===== src/rtl/fp_pkg.sv =====
// Shared FPU definitions: rounding-mode encodings, fp32 field widths,
// canonical quiet NaN, a leading-zero counter and the int-to-float FSM states.
package fp_pkg;

    localparam int FP_EXP_W    = 8;
    localparam int FP_MANT_W   = 23;
    localparam int FP_EXP_BIAS = 127;

    localparam logic [31:0] FP_QNAN = 32'h7fc00000;

    // Rounding-mode encodings
    localparam logic [2:0] RM_RNE = 3'b000;
    localparam logic [2:0] RM_RTZ = 3'b001;
    localparam logic [2:0] RM_RDN = 3'b010;
    localparam logic [2:0] RM_RUP = 3'b011;
    localparam logic [2:0] RM_RMM = 3'b100;

    // Biased exponent of an integer whose MSB sits at bit 31 (127 + 31)
    localparam logic [FP_EXP_W-1:0] I2F_EXP_INIT = 8'(FP_EXP_BIAS + 31);

    typedef enum logic [1:0] {
        ST_IDLE = 2'd0,
        ST_NORM = 2'd1,
        ST_DONE = 2'd2
    } i2f_state_t;

    // Number of zero bits above the most significant one; 32 for a zero word.
    function automatic logic [5:0] leading_zero_count(input logic [31:0] value);
        logic [5:0] count;
        logic       found;
        count = 6'd32;
        found = 1'b0;
        for (int i = 31; i >= 0; i--) begin
            if (!found && value[i]) begin
                count = 6'(31 - i);
                found = 1'b1;
            end
        end
        return count;
    endfunction

endpackage


===== src/rtl/fp_round_unit.sv =====
// Combinational fp32 mantissa rounding: decides the round increment from the
// guard/sticky bits and the rounding mode, and reports mantissa carry-out.
// Unknown rounding modes fall back to round-to-nearest-even and are flagged.
module fp_round_unit
    import fp_pkg::*;
(
    input  logic                 sign,
    input  logic [FP_MANT_W-1:0] mant,
    input  logic                 g,
    input  logic                 s,
    input  logic [2:0]           r_mode,
    output logic [FP_MANT_W-1:0] mant_out,
    output logic                 carry_out,
    output logic                 inexact,
    output logic                 invalid_rmode
);

    logic round_inc;

    // Round-increment decision per rounding mode
    always_comb begin
        round_inc     = 1'b0;
        invalid_rmode = 1'b0;
        case (r_mode)
            RM_RNE:  round_inc = g & (s | mant[0]);
            RM_RTZ:  round_inc = 1'b0;
            RM_RDN:  round_inc = sign & (g | s);
            RM_RUP:  round_inc = ~sign & (g | s);
            RM_RMM:  round_inc = g;
            default: begin
                round_inc     = g & (s | mant[0]);
                invalid_rmode = 1'b1;
            end
        endcase
    end

    // An all-ones mantissa plus one carries out into the exponent
    assign {carry_out, mant_out} = {1'b0, mant} + {{FP_MANT_W{1'b0}}, round_inc};
    assign inexact = g | s;

endmodule


===== src/rtl/fp_int_to_float.sv =====
// 32-bit signed/unsigned integer to fp32 converter with valid/ready handshakes.
// Normalization is one bit per cycle by default; defining FP_I2F_FAST_NORM_EN
// normalizes with a single full-width shift in the first NORM cycle instead.
// Results and flags are identical in both builds.
module fp_int_to_float
    import fp_pkg::*;
(
    input  logic        clk,
    input  logic        rst_n,
    input  logic        in_valid,
    output logic        in_ready,
    input  logic [31:0] in_int,
    input  logic        in_signed,
    input  logic [2:0]  r_mode,
    output logic        out_valid,
    input  logic        out_ready,
    output logic [31:0] fp_result,
    output logic        inexact,
    output logic        invalid_rmode
);

    i2f_state_t          state_reg, state_next;
    logic [31:0]         mag_reg, mag_next;
    logic [FP_EXP_W-1:0] exp_reg, exp_next;
    logic                sign_reg, sign_next;
    logic [2:0]          rm_reg, rm_next;
    logic [31:0]         result_reg, result_next;
    logic                inexact_reg, inexact_next;
    logic                invalid_reg, invalid_next;

    logic [31:0]          norm_mag;
    logic [FP_EXP_W-1:0]  norm_exp;
    logic [FP_MANT_W-1:0] rnd_mant;
    logic                 rnd_carry;
    logic                 rnd_inexact;
    logic                 rnd_invalid;
    logic                 in_sign;
    logic [31:0]          in_mag;

`ifdef FP_I2F_FAST_NORM_EN
    logic [5:0] lz_count;

    // Full normalization in one step: shift out every leading zero at once
    always_comb begin
        lz_count = leading_zero_count(mag_reg);
        norm_mag = mag_reg << lz_count;
        norm_exp = exp_reg - {2'b00, lz_count};
    end
`else
    // Serial normalization: the registered magnitude is rounded once its MSB is set
    assign norm_mag = mag_reg;
    assign norm_exp = exp_reg;
`endif

    // Operand sign and magnitude; -2^31 negates to 0x80000000 as required
    assign in_sign = in_signed & in_int[31];
    assign in_mag  = in_sign ? (~in_int + 32'd1) : in_int;

    fp_round_unit u_round (
        .sign          (sign_reg),
        .mant          (norm_mag[30:8]),
        .g             (norm_mag[7]),
        .s             (|norm_mag[6:0]),
        .r_mode        (rm_reg),
        .mant_out      (rnd_mant),
        .carry_out     (rnd_carry),
        .inexact       (rnd_inexact),
        .invalid_rmode (rnd_invalid)
    );

    // Next-state and datapath update for the accept / normalize / present sequence
    always_comb begin
        state_next   = state_reg;
        mag_next     = mag_reg;
        exp_next     = exp_reg;
        sign_next    = sign_reg;
        rm_next      = rm_reg;
        result_next  = result_reg;
        inexact_next = inexact_reg;
        invalid_next = invalid_reg;
        case (state_reg)
            ST_IDLE: begin
                if (in_valid) begin
                    sign_next = in_sign;
                    mag_next  = in_mag;
                    exp_next  = I2F_EXP_INIT;
                    rm_next   = r_mode;
                    if (in_mag == 32'd0) begin
                        // Zero bypasses normalization and is always +0
                        result_next  = 32'h00000000;
                        inexact_next = 1'b0;
                        invalid_next = (r_mode > RM_RMM);
                        state_next   = ST_DONE;
                    end else begin
                        state_next = ST_NORM;
                    end
                end
            end
            ST_NORM: begin
                if (norm_mag[31]) begin
                    // Hidden bit in place: round and pack in this same cycle
                    result_next  = {sign_reg, norm_exp + {7'd0, rnd_carry}, rnd_mant};
                    inexact_next = rnd_inexact;
                    invalid_next = rnd_invalid;
                    state_next   = ST_DONE;
                end else begin
                    mag_next = {mag_reg[30:0], 1'b0};
                    exp_next = exp_reg - 8'd1;
                end
            end
            ST_DONE: begin
                if (out_ready) begin
                    state_next = ST_IDLE;
                end
            end
            default: begin
                state_next = ST_IDLE;
            end
        endcase
    end

    // State and datapath registers
    always_ff @(posedge clk or negedge rst_n) begin
        if (!rst_n) begin
            state_reg   <= ST_IDLE;
            mag_reg     <= 32'd0;
            exp_reg     <= '0;
            sign_reg    <= 1'b0;
            rm_reg      <= RM_RNE;
            result_reg  <= 32'd0;
            inexact_reg <= 1'b0;
            invalid_reg <= 1'b0;
        end else begin
            state_reg   <= state_next;
            mag_reg     <= mag_next;
            exp_reg     <= exp_next;
            sign_reg    <= sign_next;
            rm_reg      <= rm_next;
            result_reg  <= result_next;
            inexact_reg <= inexact_next;
            invalid_reg <= invalid_next;
        end
    end

    assign in_ready      = (state_reg == ST_IDLE) && rst_n;
    assign out_valid     = (state_reg == ST_DONE);
    assign fp_result     = result_reg;
    assign inexact       = inexact_reg;
    assign invalid_rmode = invalid_reg;

endmodule


===== config.mk =====
export PLATFORM = sky130hd
export DESIGN_NAME = fp_int_to_float
export DESIGN_NICKNAME = d
export VERILOG_FILES = /design/src/rtl/fp_pkg.sv /design/src/rtl/fp_round_unit.sv /design/src/rtl/fp_int_to_float.sv
export SDC_FILE = /design/constraint.sdc
export NUM_CORES = 1
export LEC_CHECK = 0
export BUFFER_PORTS_ARGS = -buffer_cell sky130_fd_sc_hd__buf_2
export CORE_ASPECT_RATIO = 0.6
export CORE_UTILIZATION = 45
export DETAILED_ROUTE_END_ITERATION = 16
export PLACE_DENSITY = 0.65
export SYNTH_ARGS = -nofsm -noshare
export SYNTH_HDL_FRONTEND = slang
export SYNTH_SLANG_ARGS = --single-unit

===== constraint.sdc =====
create_clock -name clk -period 3.9 [get_ports clk]
set_clock_uncertainty 0.05 [all_clocks]
set_input_delay 0.78 -clock clk [delete_from_list [all_inputs] [get_ports clk]]
set_output_delay 0.78 -clock clk [all_outputs]
set_load 0.01 [all_outputs]

==> impl_metrics.env, run 1 <==
export IMPL_hp_class="in2async"
export IMPL_insertion_delay_ps=330
export IMPL_synth_seq_cells=80
export IMPL_cts_root_buf="clkbuf_16"
export IMPL_drive_gt1_share_pct=25.9
export IMPL_die_area_um2=12500
export IMPL_viasPerCell=5.88
export IMPL_grt_pass1_wl_um=26000
export IMPL_power_density_nw_per_um2=648
export IMPL_grt_overflow=0
export IMPL_wirelength_um=15900
export IMPL_initial_core_util_pct=47.2
export IMPL_die_y_um=87.1
export IMPL_finalNonFillerCells=890
export IMPL_worst_setup_path_start_kind="primary input"
export IMPL_multi_input_area_um2=3190
export IMPL_final_common_cell="nand2_1"
export IMPL_pin_count=76
export IMPL_synth_cells=632
export IMPL_dp_slack_ps=-31.4
export IMPL_fillers=1061
export IMPL_worstPathArrival_ps=3740
export IMPL_gp_congestion=0.911
export IMPL_syn_area_um2=5440
export IMPL_hold_viol=0
export IMPL_synth_seq_area_share_pct=36.8
export IMPL_grt_antenna_before_repair=0
export IMPL_regArea_um2=2000
export IMPL_rows=30
export IMPL_cts_tree="done"
export IMPL_path_buf_inv=4
export IMPL_stdcell_area_um2=6480
export IMPL_critPathMaxStageDelay_ps=600
export IMPL_outcome="complete, no violations"
export IMPL_post_cts_repair_setup_buffers=0
export IMPL_rsz0062_at_grt="no"
export IMPL_required_ps=4060
export IMPL_synth_warnings=0
export IMPL_cpLargestDelayFamily="simple AND/OR/NAND/NOR gates"
export IMPL_slowest_stage="or4b_1"
export IMPL_timing_slew_headroom_pct=32.2
export IMPL_core_um2=11500
export IMPL_postCtsHoldBufs=0
export IMPL_nets=772
export IMPL_crit_fanout=25
export IMPL_place_area_um2=6220
export IMPL_max_freq_mhz=279
export IMPL_diodes=0
export IMPL_wl_per_cell_um=17.9
export IMPL_portBuffers=75
export IMPL_drt_pass1_iterations=5
export IMPL_min_period_over_period_pct=91.8
export IMPL_dp_cells=875
export IMPL_clk_pin_slew_ps=60
export IMPL_cts_repair_resized=0
export IMPL_ir_worst_vdd_v=0.000304
export IMPL_ys_flop_type="dfrtp_1"
export IMPL_layout_common_cells="89 x nand2_1, 80 x dfrtp_1, 74 x buf_2"
export IMPL_drtIter0Drc=481
export IMPL_synthDistinctLibCells=61
export IMPL_min_period_ps=3580
export IMPL_vias=5237
export IMPL_avgSynthCellArea_um2=8.60
export IMPL_drv_cap=0
export IMPL_critPathCaptureType="flip-flop"
export IMPL_die_w_um=144
export IMPL_grt_usage_pct=27.1
export IMPL_areaGrowthSynthToFinish_pct=19.2
export IMPL_fin_ws_ps=320
export IMPL_hpwlAfterDp_um=12100
export IMPL_setup_viol=0
export IMPL_critPathKind="in2reg"
export IMPL_p_leak_uw=0.00271
export IMPL_crit_chain="buf_2 > inv_1 > ha_1 > or3b_2 > nor2_1 > buf_4 > a31oi_1 > xnor2_1 > o211ai_1 > or4b_1 > nor3_4 > buf_12 > o21ai_0"
export IMPL_cts_made_buffers=9
export IMPL_synthArstFlopShare_pct=100
export IMPL_slew_violations=0
export IMPL_worstMarginPinSlew_ps=1020
export IMPL_grt_max_degree=80
export IMPL_cts_sinks=80
export IMPL_cts_max_level=3
export IMPL_synth_edf_count=0
export IMPL_drc_errors=0
export IMPL_synth_net_count=678
export IMPL_clk_path_buf_depth=2
export IMPL_grt_pass1_vias=4889
export IMPL_final_antenna_net_count=0
==> final timing paths <==
kind | from | end | slack (ps) | cells after the start
max | in_int[0] | fp_result[1]$_DFFE_PN0P_ | 320 | 13
max in group asynchronous | rst_n | mag_reg[2]$_DFFE_PN0P_ | 2430 | 2
min | rst_n | mag_reg[0]$_DFFE_PN0P_ | 190 | 1
max reg2reg | rm_reg[1]$_DFFE_PN0P_ | fp_result[30]$_DFFE_PN0P_ | 440 | 17
min in group clk | rm_reg[1]$_DFFE_PN0P_ | rm_reg[1]$_DFFE_PN0P_ | 460 | 2
min reg2reg | rm_reg[1]$_DFFE_PN0P_ | rm_reg[1]$_DFFE_PN0P_ | 460 | 2
==> routing by layer <==
layer | vias to the layer above | wire, µm | track usage [%]
li1 | 2486 | - | -
met1 | 2548 | 8150 | 42.7
met2 | 188 | 6500 | 37.5
met3 | 15 | 1140 | 5.61
met4 | 0 | 145 | 5.42
met5 | - | 0 | 0
==> synth_stat cells, types with 3 or more instances <==
cell type / number / area share (%)
buf_8: 3 / 0.83
a31oi_1: 9 / 1.0
nor3_1: 13 / 1.2
mux2i_1: 4 / 0.74
o41ai_1: 3 / 0.48
nor4_2: 3 / 0.69
xor2_1: 19 / 3.1
xnor2_1: 42 / 6.8
and3_1: 14 / 1.6
nand2b_1: 3 / 0.35
nand2_1: 89 / 6.1
a21oi_1: 16 / 1.5
dfrtp_1: 80 / 37
o31ai_1: 5 / 0.69
o21ai_2: 30 / 4.8
o21a_1: 14 / 1.9
o21ai_0: 55 / 5.1
ha_1: 6 / 1.4
nor2_1: 35 / 2.4
inv_1: 7 / 0.48
nand4_1: 8 / 0.92
nor4_1: 7 / 0.81
or4_1: 6 / 0.83
nand3_1: 23 / 2.1
o211ai_1: 5 / 0.69
clkbuf_1: 39 / 2.7
or3_1: 5 / 0.58
a22oi_1: 40 / 5.5
nand4b_1: 4 / 0.64
nor2b_1: 4 / 0.46
==> power by group <==
group | switching [µW] | leakage [µW] | internal (µW)
clock network | 317 | 0.000132 | 421
registers | 397 | 0.000888 | 1190
logic | 1060 | 0.00169 | 813
==> area by class of cell <==
cell class                      count  area share, %
Tap cell                          160           3.09
Timing Repair Buffer              130           12.4
Clock buffer                       10           3.53
Inverter                            7          0.406
Sequential cell                    80           30.9
Clock inverter                      5          0.386
Multi-Input combinational cell    498           49.3
==> through the flow <==
step | power (µW) | hold slack [ps] | utilization (%) | TNS, ps
CTS | 4200 | 178 | 56.2 | 0
detailed placement | 3450 | 444 | 54.0 | -78.5
floorplan | 2790 | 419 | - | 0
global route | 4520 | 173 | 56.2 | 0
global placement | 3380 | 441 | 54.0 | 0
finish | 4200 | 192 | 56.2 | 0
==> cell families after synthesis <==
group	Yosys count	share of synthesized area (%)
AO/OA/AOI/OAI	192	24.4
XOR/XNOR	61	9.83
adder cells (fa/ha/maj)	6	1.38
buffers and inverters	54	4.53
flip-flops	80	36.8
multiplexers	5	0.944
AND/OR/NAND/NOR	234	22.1
(Power assumes the default switching activity.)
==> run 2: changes to the inputs <==
--- a/config.mk
+++ b/config.mk
@@ -7,9 +7,8 @@
 export LEC_CHECK = 0
 export BUFFER_PORTS_ARGS = -buffer_cell sky130_fd_sc_hd__buf_2
 export CORE_ASPECT_RATIO = 0.6
-export CORE_UTILIZATION = 45
+export CORE_UTILIZATION = 25
 export DETAILED_ROUTE_END_ITERATION = 16
-export PLACE_DENSITY = 0.65
 export SYNTH_ARGS = -nofsm -noshare
 export SYNTH_HDL_FRONTEND = slang
 export SYNTH_SLANG_ARGS = --single-unit
==> run 2 against run 1 <==
Net effect:
- global-route usage is 11 points lower
- utilization is 24 points lower
- cell area is 4.6% higher
- register-to-register slack worse by 90 ps
- combinational power hardly changed
- critical path depth is 1 lower
- hold slack better by 130 ps
- sequential cell count stayed put
- via count is 1.1% higher
- first-iteration DRC count is 13% higher
- non-clock buffer count is 9 higher
- sequential power hardly changed
- critical path type unchanged
- largest cell class unchanged
==> impl_metrics.env, run 2 (synthesis gave the netlist of run 1 again) <==
export IMPL_outcome="complete, no violations"
export IMPL_slew_violations=0
export IMPL_cts_sinks=80
export IMPL_critPathKind="in2reg"
export IMPL_max_freq_mhz=272
export IMPL_diodes=0
export IMPL_insertion_delay_ps=350
export IMPL_ir_worst_vdd_v=0.000297
export IMPL_worstMarginPinSlew_ps=909
export IMPL_dp_cells=1003
export IMPL_r2r_slack_ps=350
export IMPL_die_w_um=192
export IMPL_min_period_over_period_pct=94.2
export IMPL_finish_utilization_pct=32.1
export IMPL_cts_max_level=3
export IMPL_final_common_cell="nand2_1"
export IMPL_pin_count=76
export IMPL_cpLargestDelayFamily="simple AND/OR/NAND/NOR gates"
export IMPL_setup_viol=0
export IMPL_drive_gt1_share_pct=26.8
export IMPL_postCtsHoldBufs=0
export IMPL_required_ps=4070
export IMPL_slowest_stage="or4_4"
export IMPL_grt_usage_pct=16.2
export IMPL_worst_setup_path_start_kind="primary input"
export IMPL_nets=781
export IMPL_hpwlAfterDp_um=13300
export IMPL_fin_hold_ws_ps=319
export IMPL_hp_class="in2async"
export IMPL_crit_fanout=33
export IMPL_core_um2=21100
export IMPL_rows=41
export IMPL_clk_path_buf_depth=2
export IMPL_viasPerCell=5.20
export IMPL_path_depth=12
export IMPL_dp_slack_ps=-91.6
export IMPL_final_antenna_net_count=0
export IMPL_grt_pass1_vias=4991
export IMPL_cts_tree="done"
export IMPL_die_y_um=116
export IMPL_post_cts_repair_setup_buffers=0
export IMPL_grt_antenna_before_repair=0
export IMPL_drc_errors=0
export IMPL_areaGrowthSynthToFinish_pct=24.7
export IMPL_cts_made_buffers=9
export IMPL_die_area_um2=22400
export IMPL_cts_repair_resized=0
export IMPL_power_density_nw_per_um2=647
export IMPL_critPathMaxStageDelay_ps=540
export IMPL_grt_max_degree=49
export IMPL_grt_pass1_wl_um=28000
export IMPL_wirelength_um=17300
export IMPL_rsz0062_at_grt="no"
export IMPL_crit_chain="buf_2 > inv_1 > ha_1 > or3b_2 > nor2_1 > a41oi_1 > xnor2_1 > nand4_1 > or4_4 > nor3_4 > buf_12 > o21ai_0"
export IMPL_cts_root_buf="clkbuf_16"
export IMPL_drv_cap=0
export IMPL_drtIter0Drc=544
export IMPL_vias=5296
export IMPL_grt_overflow=0
export IMPL_critPathCaptureType="flip-flop"
export IMPL_hold_viol=0
export IMPL_timing_slew_headroom_pct=39.1
export IMPL_r2r_cells=17
export IMPL_initial_core_util_pct=25.7
export IMPL_drt_pass1_iterations=5
export IMPL_gp_congestion=0.918
export IMPL_p_leak_uw=0.00278
export IMPL_path_buf_inv=3
export IMPL_wl_per_cell_um=16.9
export IMPL_finalNonFillerCells=1019
export IMPL_fin_ws_ps=225
export IMPL_clk_pin_slew_ps=60
export IMPL_worstPathArrival_ps=3840
export IMPL_portBuffers=75
export IMPL_finalPower_uw=4380
export IMPL_layout_common_cells="89 x nand2_1, 80 x dfrtp_1, 74 x buf_2"
export IMPL_min_period_ps=3680
-- run 2: metrics by stage --
| step | cell area, µm² | TNS, ps |
|---|---|---|
| 2_1_floorplan | 5440 | 0 |
| 3_3_place_gp | 6450 | -38.1 |
| 3_5_place_dp | 6450 | -1310 |
| 4_1_cts | 6780 | 0 |
| 5_1_grt | 6780 | 0 |
| 6_report | 6780 | 0 |
-- run 2: power breakdown --
group	switching (µW)	internal, µW
Sequential	397	1190
Combinational	1060	816
Clock	350	568
-- run 2: worst paths after layout --
path	from	to
hold reg to reg	mag_reg[0]$_DFFE_PN0P_	mag_reg[0]$_DFFE_PN0P_
setup / recovery	in_int[0]	fp_result[2]$_DFFE_PN0P_
min in group clk	mag_reg[0]$_DFFE_PN0P_	mag_reg[0]$_DFFE_PN0P_
hold / removal	rst_n	mag_reg[1]$_DFFE_PN0P_
setup reg to reg	rm_reg[1]$_DFFE_PN0P_	fp_result[30]$_DFFE_PN0P_
max in group asynchronous	rst_n	fp_result[7]$_DFFE_PN0P_
-- run 2: area by class of cell --
cell class / count / area [µm²]
flip-flops and latches: 80 / 2000
clock inverters: 3 / 46.3
repair buffers: 139 / 883
fillers: 2242 / 14400
multi-input cells: 498 / 3190
clock buffers: 13 / 280
well taps: 279 / 349
inverters: 7 / 26.3
-- run 2: routing by layer --
layer  global-route usage (%)  vias up  part of all wire (%)
met1                     25.1     2565                    52
met4                     2.31        0                  0.30
met5                        0        -                     0
li1                         -     2514                     -
met2                     22.1      213                    39
met3                     4.39        4                   8.8
